$ cat src/rtl/layer_seq_ctrl.sv
// Sequencer for one fully-connected layer pass: walks neuron j and input i,
// issuing MAC and activation handshakes and writing one result per neuron.
module layer_seq_ctrl #(
    parameter int N_IN  = 4,
    parameter int N_OUT = 3,
    parameter int AW    = 8
) (
    input  logic          clk,
    input  logic          reset,
    input  logic          start,
    input  logic          mac_done,
    input  logic          act_done,
    output logic          busy,
    output logic          done,
    output logic          acc_clr,
    output logic          mac_go,
    output logic          act_go,
    output logic          out_we,
    output logic [AW-1:0] in_addr,
    output logic [AW-1:0] w_addr,
    output logic [AW-1:0] out_addr
);

    typedef enum logic [2:0] {
        S_IDLE,
        S_CLR,
        S_MAC_ISSUE,
        S_MAC_WAIT,
        S_ACT_ISSUE,
        S_ACT_WAIT,
        S_WRITE,
        S_DONE
    } state_t;

    localparam logic [AW-1:0] I_LAST = AW'(N_IN - 1);
    localparam logic [AW-1:0] J_LAST = AW'(N_OUT - 1);
    localparam logic [AW-1:0] N_IN_W = AW'(N_IN);

    state_t        state_q, state_d;
    logic [AW-1:0] i_q, i_d;
    logic [AW-1:0] j_q, j_d;

    logic          busy_q, busy_d;
    logic          done_q, done_d;
    logic          acc_clr_q, acc_clr_d;
    logic          mac_go_q, mac_go_d;
    logic          act_go_q, act_go_d;
    logic          out_we_q, out_we_d;
    logic [AW-1:0] in_addr_q, in_addr_d;
    logic [AW-1:0] w_addr_q, w_addr_d;
    logic [AW-1:0] out_addr_q, out_addr_d;

    always_comb begin
        state_d = state_q;
        i_d     = i_q;
        j_d     = j_q;

        unique case (state_q)
            S_IDLE: begin
                if (start) begin
                    i_d     = '0;
                    j_d     = '0;
                    state_d = S_CLR;
                end
            end
            S_CLR:       state_d = S_MAC_ISSUE;
            S_MAC_ISSUE: state_d = S_MAC_WAIT;
            S_MAC_WAIT: begin
                if (mac_done) begin
                    if (i_q == I_LAST) begin
                        i_d     = '0;
                        state_d = S_ACT_ISSUE;
                    end else begin
                        i_d     = i_q + 1'b1;
                        state_d = S_MAC_ISSUE;
                    end
                end
            end
            S_ACT_ISSUE: state_d = S_ACT_WAIT;
            S_ACT_WAIT: begin
                if (act_done) begin
                    state_d = S_WRITE;
                end
            end
            S_WRITE: begin
                if (j_q == J_LAST) begin
                    state_d = S_DONE;
                end else begin
                    j_d     = j_q + 1'b1;
                    state_d = S_CLR;
                end
            end
            S_DONE:  state_d = S_IDLE;
            default: state_d = S_IDLE;
        endcase
    end

    // Outputs are decoded from the next state so the registered pulse lines
    // up with the cycle in which the FSM actually sits in that state.
    always_comb begin
        busy_d     = (state_d != S_IDLE);
        done_d     = (state_d == S_DONE);
        acc_clr_d  = (state_d == S_CLR);
        mac_go_d   = (state_d == S_MAC_ISSUE);
        act_go_d   = (state_d == S_ACT_ISSUE);
        out_we_d   = (state_d == S_WRITE);
        in_addr_d  = in_addr_q;
        w_addr_d   = w_addr_q;
        out_addr_d = out_addr_q;

        if (state_d == S_MAC_ISSUE) begin
            in_addr_d = i_d;
            w_addr_d  = j_d * N_IN_W + i_d;
        end
        if (state_d == S_WRITE) begin
            out_addr_d = j_d;
        end
    end

    always_ff @(posedge clk or posedge reset) begin
        if (reset) begin
            state_q    <= S_IDLE;
            i_q        <= '0;
            j_q        <= '0;
            busy_q     <= 1'b0;
            done_q     <= 1'b0;
            acc_clr_q  <= 1'b0;
            mac_go_q   <= 1'b0;
            act_go_q   <= 1'b0;
            out_we_q   <= 1'b0;
            in_addr_q  <= '0;
            w_addr_q   <= '0;
            out_addr_q <= '0;
        end else begin
            state_q    <= state_d;
            i_q        <= i_d;
            j_q        <= j_d;
            busy_q     <= busy_d;
            done_q     <= done_d;
            acc_clr_q  <= acc_clr_d;
            mac_go_q   <= mac_go_d;
            act_go_q   <= act_go_d;
            out_we_q   <= out_we_d;
            in_addr_q  <= in_addr_d;
            w_addr_q   <= w_addr_d;
            out_addr_q <= out_addr_d;
        end
    end

    assign busy     = busy_q;
    assign done     = done_q;
    assign acc_clr  = acc_clr_q;
    assign mac_go   = mac_go_q;
    assign act_go   = act_go_q;
    assign out_we   = out_we_q;
    assign in_addr  = in_addr_q;
    assign w_addr   = w_addr_q;
    assign out_addr = out_addr_q;

endmodule

$ cat config.mk
export PLATFORM = sky130hd
export DESIGN_NAME = layer_seq_ctrl
export DESIGN_NICKNAME = d
export VERILOG_FILES = /design/src/rtl/layer_seq_ctrl.sv
export SDC_FILE = /design/constraint.sdc
export NUM_CORES = 1
export LEC_CHECK = 0
export ABC_CLOCK_PERIOD_IN_PS = 4030
export BUFFER_PORTS_ARGS = -buffer_cell sky130_fd_sc_hd__buf_4
export CAP_MARGIN = 5
export CORE_ASPECT_RATIO = 0.6
export CORE_UTILIZATION = 35
export DETAILED_ROUTE_END_ITERATION = 12
export GPL_ROUTABILITY_DRIVEN = 1
export GPL_TIMING_DRIVEN = 0
export PLACE_DENSITY_LB_ADDON = 0.08
export SLEW_MARGIN = 25
export SYNTH_ARGS = -nofsm -noshare
export SYNTH_HDL_FRONTEND = slang
export SYNTH_SLANG_ARGS = --single-unit
$ cat constraint.sdc
create_clock -name clk -period 4.03 [get_ports clk]
set_clock_uncertainty 0.2 [all_clocks]
set_input_delay 0.6045 -clock clk [delete_from_list [all_inputs] [get_ports clk]]
set_output_delay 0.6045 -clock clk [all_outputs]
set_load 0.02 [all_outputs]
# [Yosys cells after proc, flatten, opt, wreduce, memory -nomap -nowiden]
# Cells that the tools add are included.
# W data, S select, Z words.
[totals] register_bits=49 latchBits=0 mem_bits_rw=0 mem_bits_ro=0 in_bits=5 output_inout_bits=30 word_cells=44 n_memories=0
[op_classes] add_sub_neg=3 n_mul=0 n_div=0 magnitude_cmp=0 eq_ne=14 n_shift=0 mux=13 bitwise_logic=0 n_reduce_logical=2
[op_table] operator="$mux W8" n=5
[op_table] operator="$pmux W8 S2" n=2
[op_table] operator="$pmux W3 S8" n=1
[op_table] operator="$eq A3 B3 Y1 const B" n=7
[op_table] operator="$add A8 B1 Y8 const B" n=2
[op_table] operator="$eq A8 B2 Y1 const B" n=2
[op_table] operator="$mux W3" n=5
[op_table] operator="$eq A3 B2 Y1 const B" n=3
[op_table] operator="$add A8 B8 Y8" n=1
[op_table] operator="$eq A3 B1 Y1 const B" n=2
[op_table] operator="$logic_not A3 Y1" n=1
[op_table] operator="$reduce_bool A3 Y1" n=1

# [Depth between registers and ports, before layout]
[depth] depth_word=5 mapped_depth=15 depth_no_buf=15

# [Worst setup path before layout]
# OpenSTA, ideal clock, no wires.
[synth_path] path_kind="input-to-reg" startpoint="in start" endpoint="reg w_addr_q[7], in the netlist w_addr[7]" setup_ns=0.125 arrival_time_ns=3.191 required_ns=3.705 setup_slack_ns=0.513 path_stages=12 path_buffers=0 path_cell_list="or3b_2 -> a21oi_1 -> nand2_1 -> a21oi_1 -> inv_1 -> ha_1 -> a21o_1 -> a21oi_1 -> o21bai_1 -> a21oi_1 -> xnor3_1 -> mux2_4"
[synth_between] elab_chain_cells=3 word_cells_on_any_way=8 cone_classes="1 x add/sub; 1 x eq/ne; 6 x mux"
[synth_lines] item="start, declared" line_no="10" text="input logic start,"
[synth_lines] item="$mux W8" line_no="60" text="if (start) begin"
[synth_lines] item="$pmux W8 S2" line_no="58" text="unique case (state_q)"
[synth_lines] item="net j_d[1]" line_no="41" text="logic [AW-1:0] j_q, j_d;"
[synth_lines] item="$add A8 B8 Y8" line_no="113" text="w_addr_d = j_d * N_IN_W + i_d;"
[synth_lines] item="end signal, assigned" line_no="145" text="w_addr_q <= w_addr_d;"
[synth_lines] item="end, declared" line_no="50" text="logic [AW-1:0] w_addr_q, w_addr_d;"
# The timed path passes the listed nets, and every way through them passes these cells.
# A chain may end at the register's enable or synchronous reset.

# [Worst setup path after layout]
[layout_path] startpoint="reg state_q[1]" endpoint="reg w_addr_q[7], in the netlist w_addr[7]"
[layout_between] elab_chain_cells=3 word_cells_on_any_way=16 cone_classes="1 x add/sub; 8 x eq/ne; 6 x mux; 1 x reduce/logical"
[layout_lines] item="start, declared" line_no="39" text="state_t state_q, state_d;"
[layout_lines] item="start signal, assigned" line_no="135" text="state_q <= state_d;"
[layout_lines] item="$eq A3 B3 Y1 / $logic_not A3 Y1 (equally long branches)" line_no="58"
[layout_lines] item="$pmux W8 S2 *" line_no="58"
[layout_lines] item="net j_d[1]" line_no="41"
[layout_lines] item="$add A8 B8 Y8 *" line_no="113"
# Mark *: on every way through the listed nets, which the timed path passes. The rest lies on a longest branch.

==> impl_metrics.csv <==
group,metric,value,unit
sta,relSlewSlack,41.3,%
die,pin_count,35,
layout,n_fill_cell,652,
critical_path,cp_data_required_time,4000,ps
routing,wl_per_cell,14.0,um
pwr,clockPowerShare,21.4,%
synthesis,syn-num-nets,235,
die,die-width,109,um
synthesis,syn_inst,221,
synthesis,yosysUniqueCellTypes,47,
sta,period_needed,3750,ps
synthesis,async_flop_share,100,%
layout,diodes,0,
synthesis,yosysSeqAreaShare,48.8,%
critical_path,path_class,"reg2reg",
global_routing,grt_pass1_vias,1549,
pwr,power_density,631,nW/um2
critical_path,cp.arrival,3720,ps
pwr,comb_power_share,43.1,%
critical_path,end_kind,"register",
place,hpwl,3710,um
routing,num_vias,1697,
cts,cts_sinks,47,
routing,wl_met1,2880,um
routing,dr_wl_met3,204,um
synthesis,ys.warnings.count,0,
die,fp.dieArea,7240,um2
sta,fin_setup_tns,0,ps
synthesis,ys_top_cells_by_area,"dfrtp_1, mux2_2, nand2_1",
routing,via_per_inst,4.82,
routing,top_layer,"met4",
cts,holdBufCountCts,0,
routing,drt_iter0_drc,56,
sta,final_max_slew_viol_count,0,
die,die_y,66.3,um
synthesis,ys_ff_latch,47,
critical_path,worst-path-max-fanout,10,
sta,max_freq,266,MHz
pwr,seq_power_share,35.5,%
place,dpl.cell_count,344,
sta,fin_crit_sh,93.1,%
min_path,holdCritPathClass,"in2async",
sta,setup_viol,0,
cts,cts_root_buf,"clkbuf_16",
layout,drive_above_1_share,31.7,%
layout,area_delta_synth_final,23.4,%
cts,cts_tree,"yes",
synthesis,synth_top_area_cell,"dfrtp_1",
global_routing,grt-ovfl-total,0,
global_routing,antenna_found_initial,0,
layout,final_cells,352,
synthesis,synth_edf_count,0,
pwr,power.switching,0.705,mW
routing,drtPass1Iterations,4,
sta,hold_viol_final,0,
global_routing,grt.total_usage,15.0,%
place,io_buffers,34,
pwr,leakagePower,1.47,nW
cts,clk_pin_slew,60,ps
pwr,power_switching_share,37.6,%
critical_path,startpoint_type,"register",
cts,cts-buffers-inserted,5,
place,place.gp.congestion,0.777,
synthesis,synth.avg_cell_area,10.9,um2
die,num_rows,23,
routing,drtAntennaViolNets,0,
cts,clk_latency,290,ps
pwr,vdd_drop_max,0.000274,V
routing,met2_length,1790,um
run,maxCapViolations,0,
status,status,"finished clean",
pwr,p_int,1.17,mW
layout,layout.nets,278,
cts,htreeDepth,2,
synthesis,ys.flop_type,"dfrtp_1",
routing,drt_wl_total,4940,um
synthesis,synth_area,2410,um2
die,initial_utilization,36.1,%
die,core_area,6680,um2
global_routing,grt_pass1_wl,8070,um
sta,worst_slew_pin_slew,869,ps
routing,drc,0,
synthesis,synth.top_cell.area_share,48.8,%
global_routing,grt_max_degree,19,
cts,clockBufferDepth,2,
==> metal layers <==
metal	global-route usage (%)	vias up
li1	-	866
met5	0	-
met1	24.6	797
met4	4.00	0
met2	18.2	27
met3	4.04	7
==> cells by family after synthesis <==
| group | after synthesis | share of synthesized area (%) |
|---|---|---|
| and+or+nand+nor | 71 | 16.6 |
| DFF | 47 | 48.8 |
| AOI/OAI and AO/OA | 46 | 12.7 |
| buffers and inverters | 24 | 4.82 |
| muxes | 19 | 9.75 |
| adders and majority gates | 9 | 4.98 |
| xor gates and xnor gates | 5 | 2.39 |
==> cell usage after synthesis, types with 2 or more instances <==
cell type / number
mux2_2: 12
nand3b_1: 2
o31ai_1: 6
nand2b_1: 3
a21oi_2: 2
inv_1: 16
and3_1: 3
a21o_1: 2
a21oi_1: 8
or4_4: 2
nand4_1: 2
ha_1: 8
o41ai_1: 2
mux2_4: 6
nand3_1: 5
or3b_2: 2
nor2_1: 11
buf_2: 2
xnor2_1: 4
nor2b_1: 2
clkbuf_1: 2
dfrtp_1: 47
nor4_1: 3
o21ai_0: 18
nand2_1: 28
buf_4: 2
==> area by class of cell <==
cell class,count,area (um2),share of cell area (%)
Clock buffer,6,129,4.33
Timing Repair Buffer,36,310,10.4
Sequential cell,47,1180,39.5
Buffer,7,52.6,1.77
Tap cell,87,109,3.66
Inverter,17,63.8,2.14
Clock inverter,2,12.5,0.420
Multi-Input combinational cell,150,1120,37.7
==> repair_timing <==
| action | in CTS | in global routing |
|---|---|---|
| buffers inserted | 0 | 0 |
| gates resized for setup | 0 | 1 |
| endpoints found under the setup margin | 0 | 1 |
==> worst max-delay path, cell delays in order, from the launching register on <==
cell      delay (ps)
dfrtp_1          380
buf_2            180
or3b_2           460
a21oi_1          270
nand2_1          200
a21oi_2          280
inv_1             90
ha_1             290
a21o_1           180
a21oi_1          220
o21bai_1          90
a21oi_1          140
xnor3_1          400
mux2_4           260
==> path summary, 6_finish.rpt <==
kind / startpoint / end / slack, ps / depth (start not counted)
setup / recovery: state_q[1] / w_addr[7] / 280 / 13
hold reg to reg: out_addr[5] / out_addr[5] / 300 / 2
min in group clk: out_addr[5] / out_addr[5] / 300 / 2
max in group asynchronous: reset / j_q[6] / 2980 / 4
setup reg to reg: state_q[1] / w_addr[7] / 280 / 13
hold / removal: reset / in_addr[1] / 90 / 2
==> layout by cell type, fill, tap and decap left out, types with 7 or more instances in the layout <==
| master | Yosys | layout |
|---|---|---|
| mux2_2 | 12 | 12 |
| a21oi_1 | 8 | 7 |
| buf_4 | 2 | 36 |
| o21ai_0 | 18 | 18 |
| nand2_1 | 28 | 28 |
| nor2_1 | 11 | 11 |
| inv_1 | 16 | 15 |
| dfrtp_1 | 47 | 47 |
| ha_1 | 8 | 8 |
==> stage by stage <==
stage	hold WS (ps)	instance area (um2)	total power [mW]	util, %	setup WS (ps)
after global placement	282	2780	1.48	41.6	-3.47
after CTS	96.9	2970	1.90	44.5	188
final	85.3	2980	1.88	44.6	278
after global routing	102	2980	2.02	44.6	-0.745
after floorplan	260	2410	1.25	-	513
after detailed placement	294	2830	1.48	42.4	57.3
==> power by group through the flow <==
stage | logic (mW) | registers, mW | clock network, mW
2_1_floorplan | 0.528 | 0.718 | 0
3_3_place_gp | 0.808 | 0.673 | 0
3_5_place_dp | 0.814 | 0.669 | 0
4_1_cts | 0.815 | 0.664 | 0.416
5_1_grt | 0.895 | 0.685 | 0.439
6_report | 0.810 | 0.666 | 0.402
==> sequential cells by signal, summed over array words and instances (netlist names) <==
register  count
acc_clr       1
act_go        1
busy          1
done          1
i_q           8
in_addr       8
j_q           8
mac_go        1
out_addr      8
out_we        1
state_q       3
w_addr        6
Power figures use the tool's default switching activity.
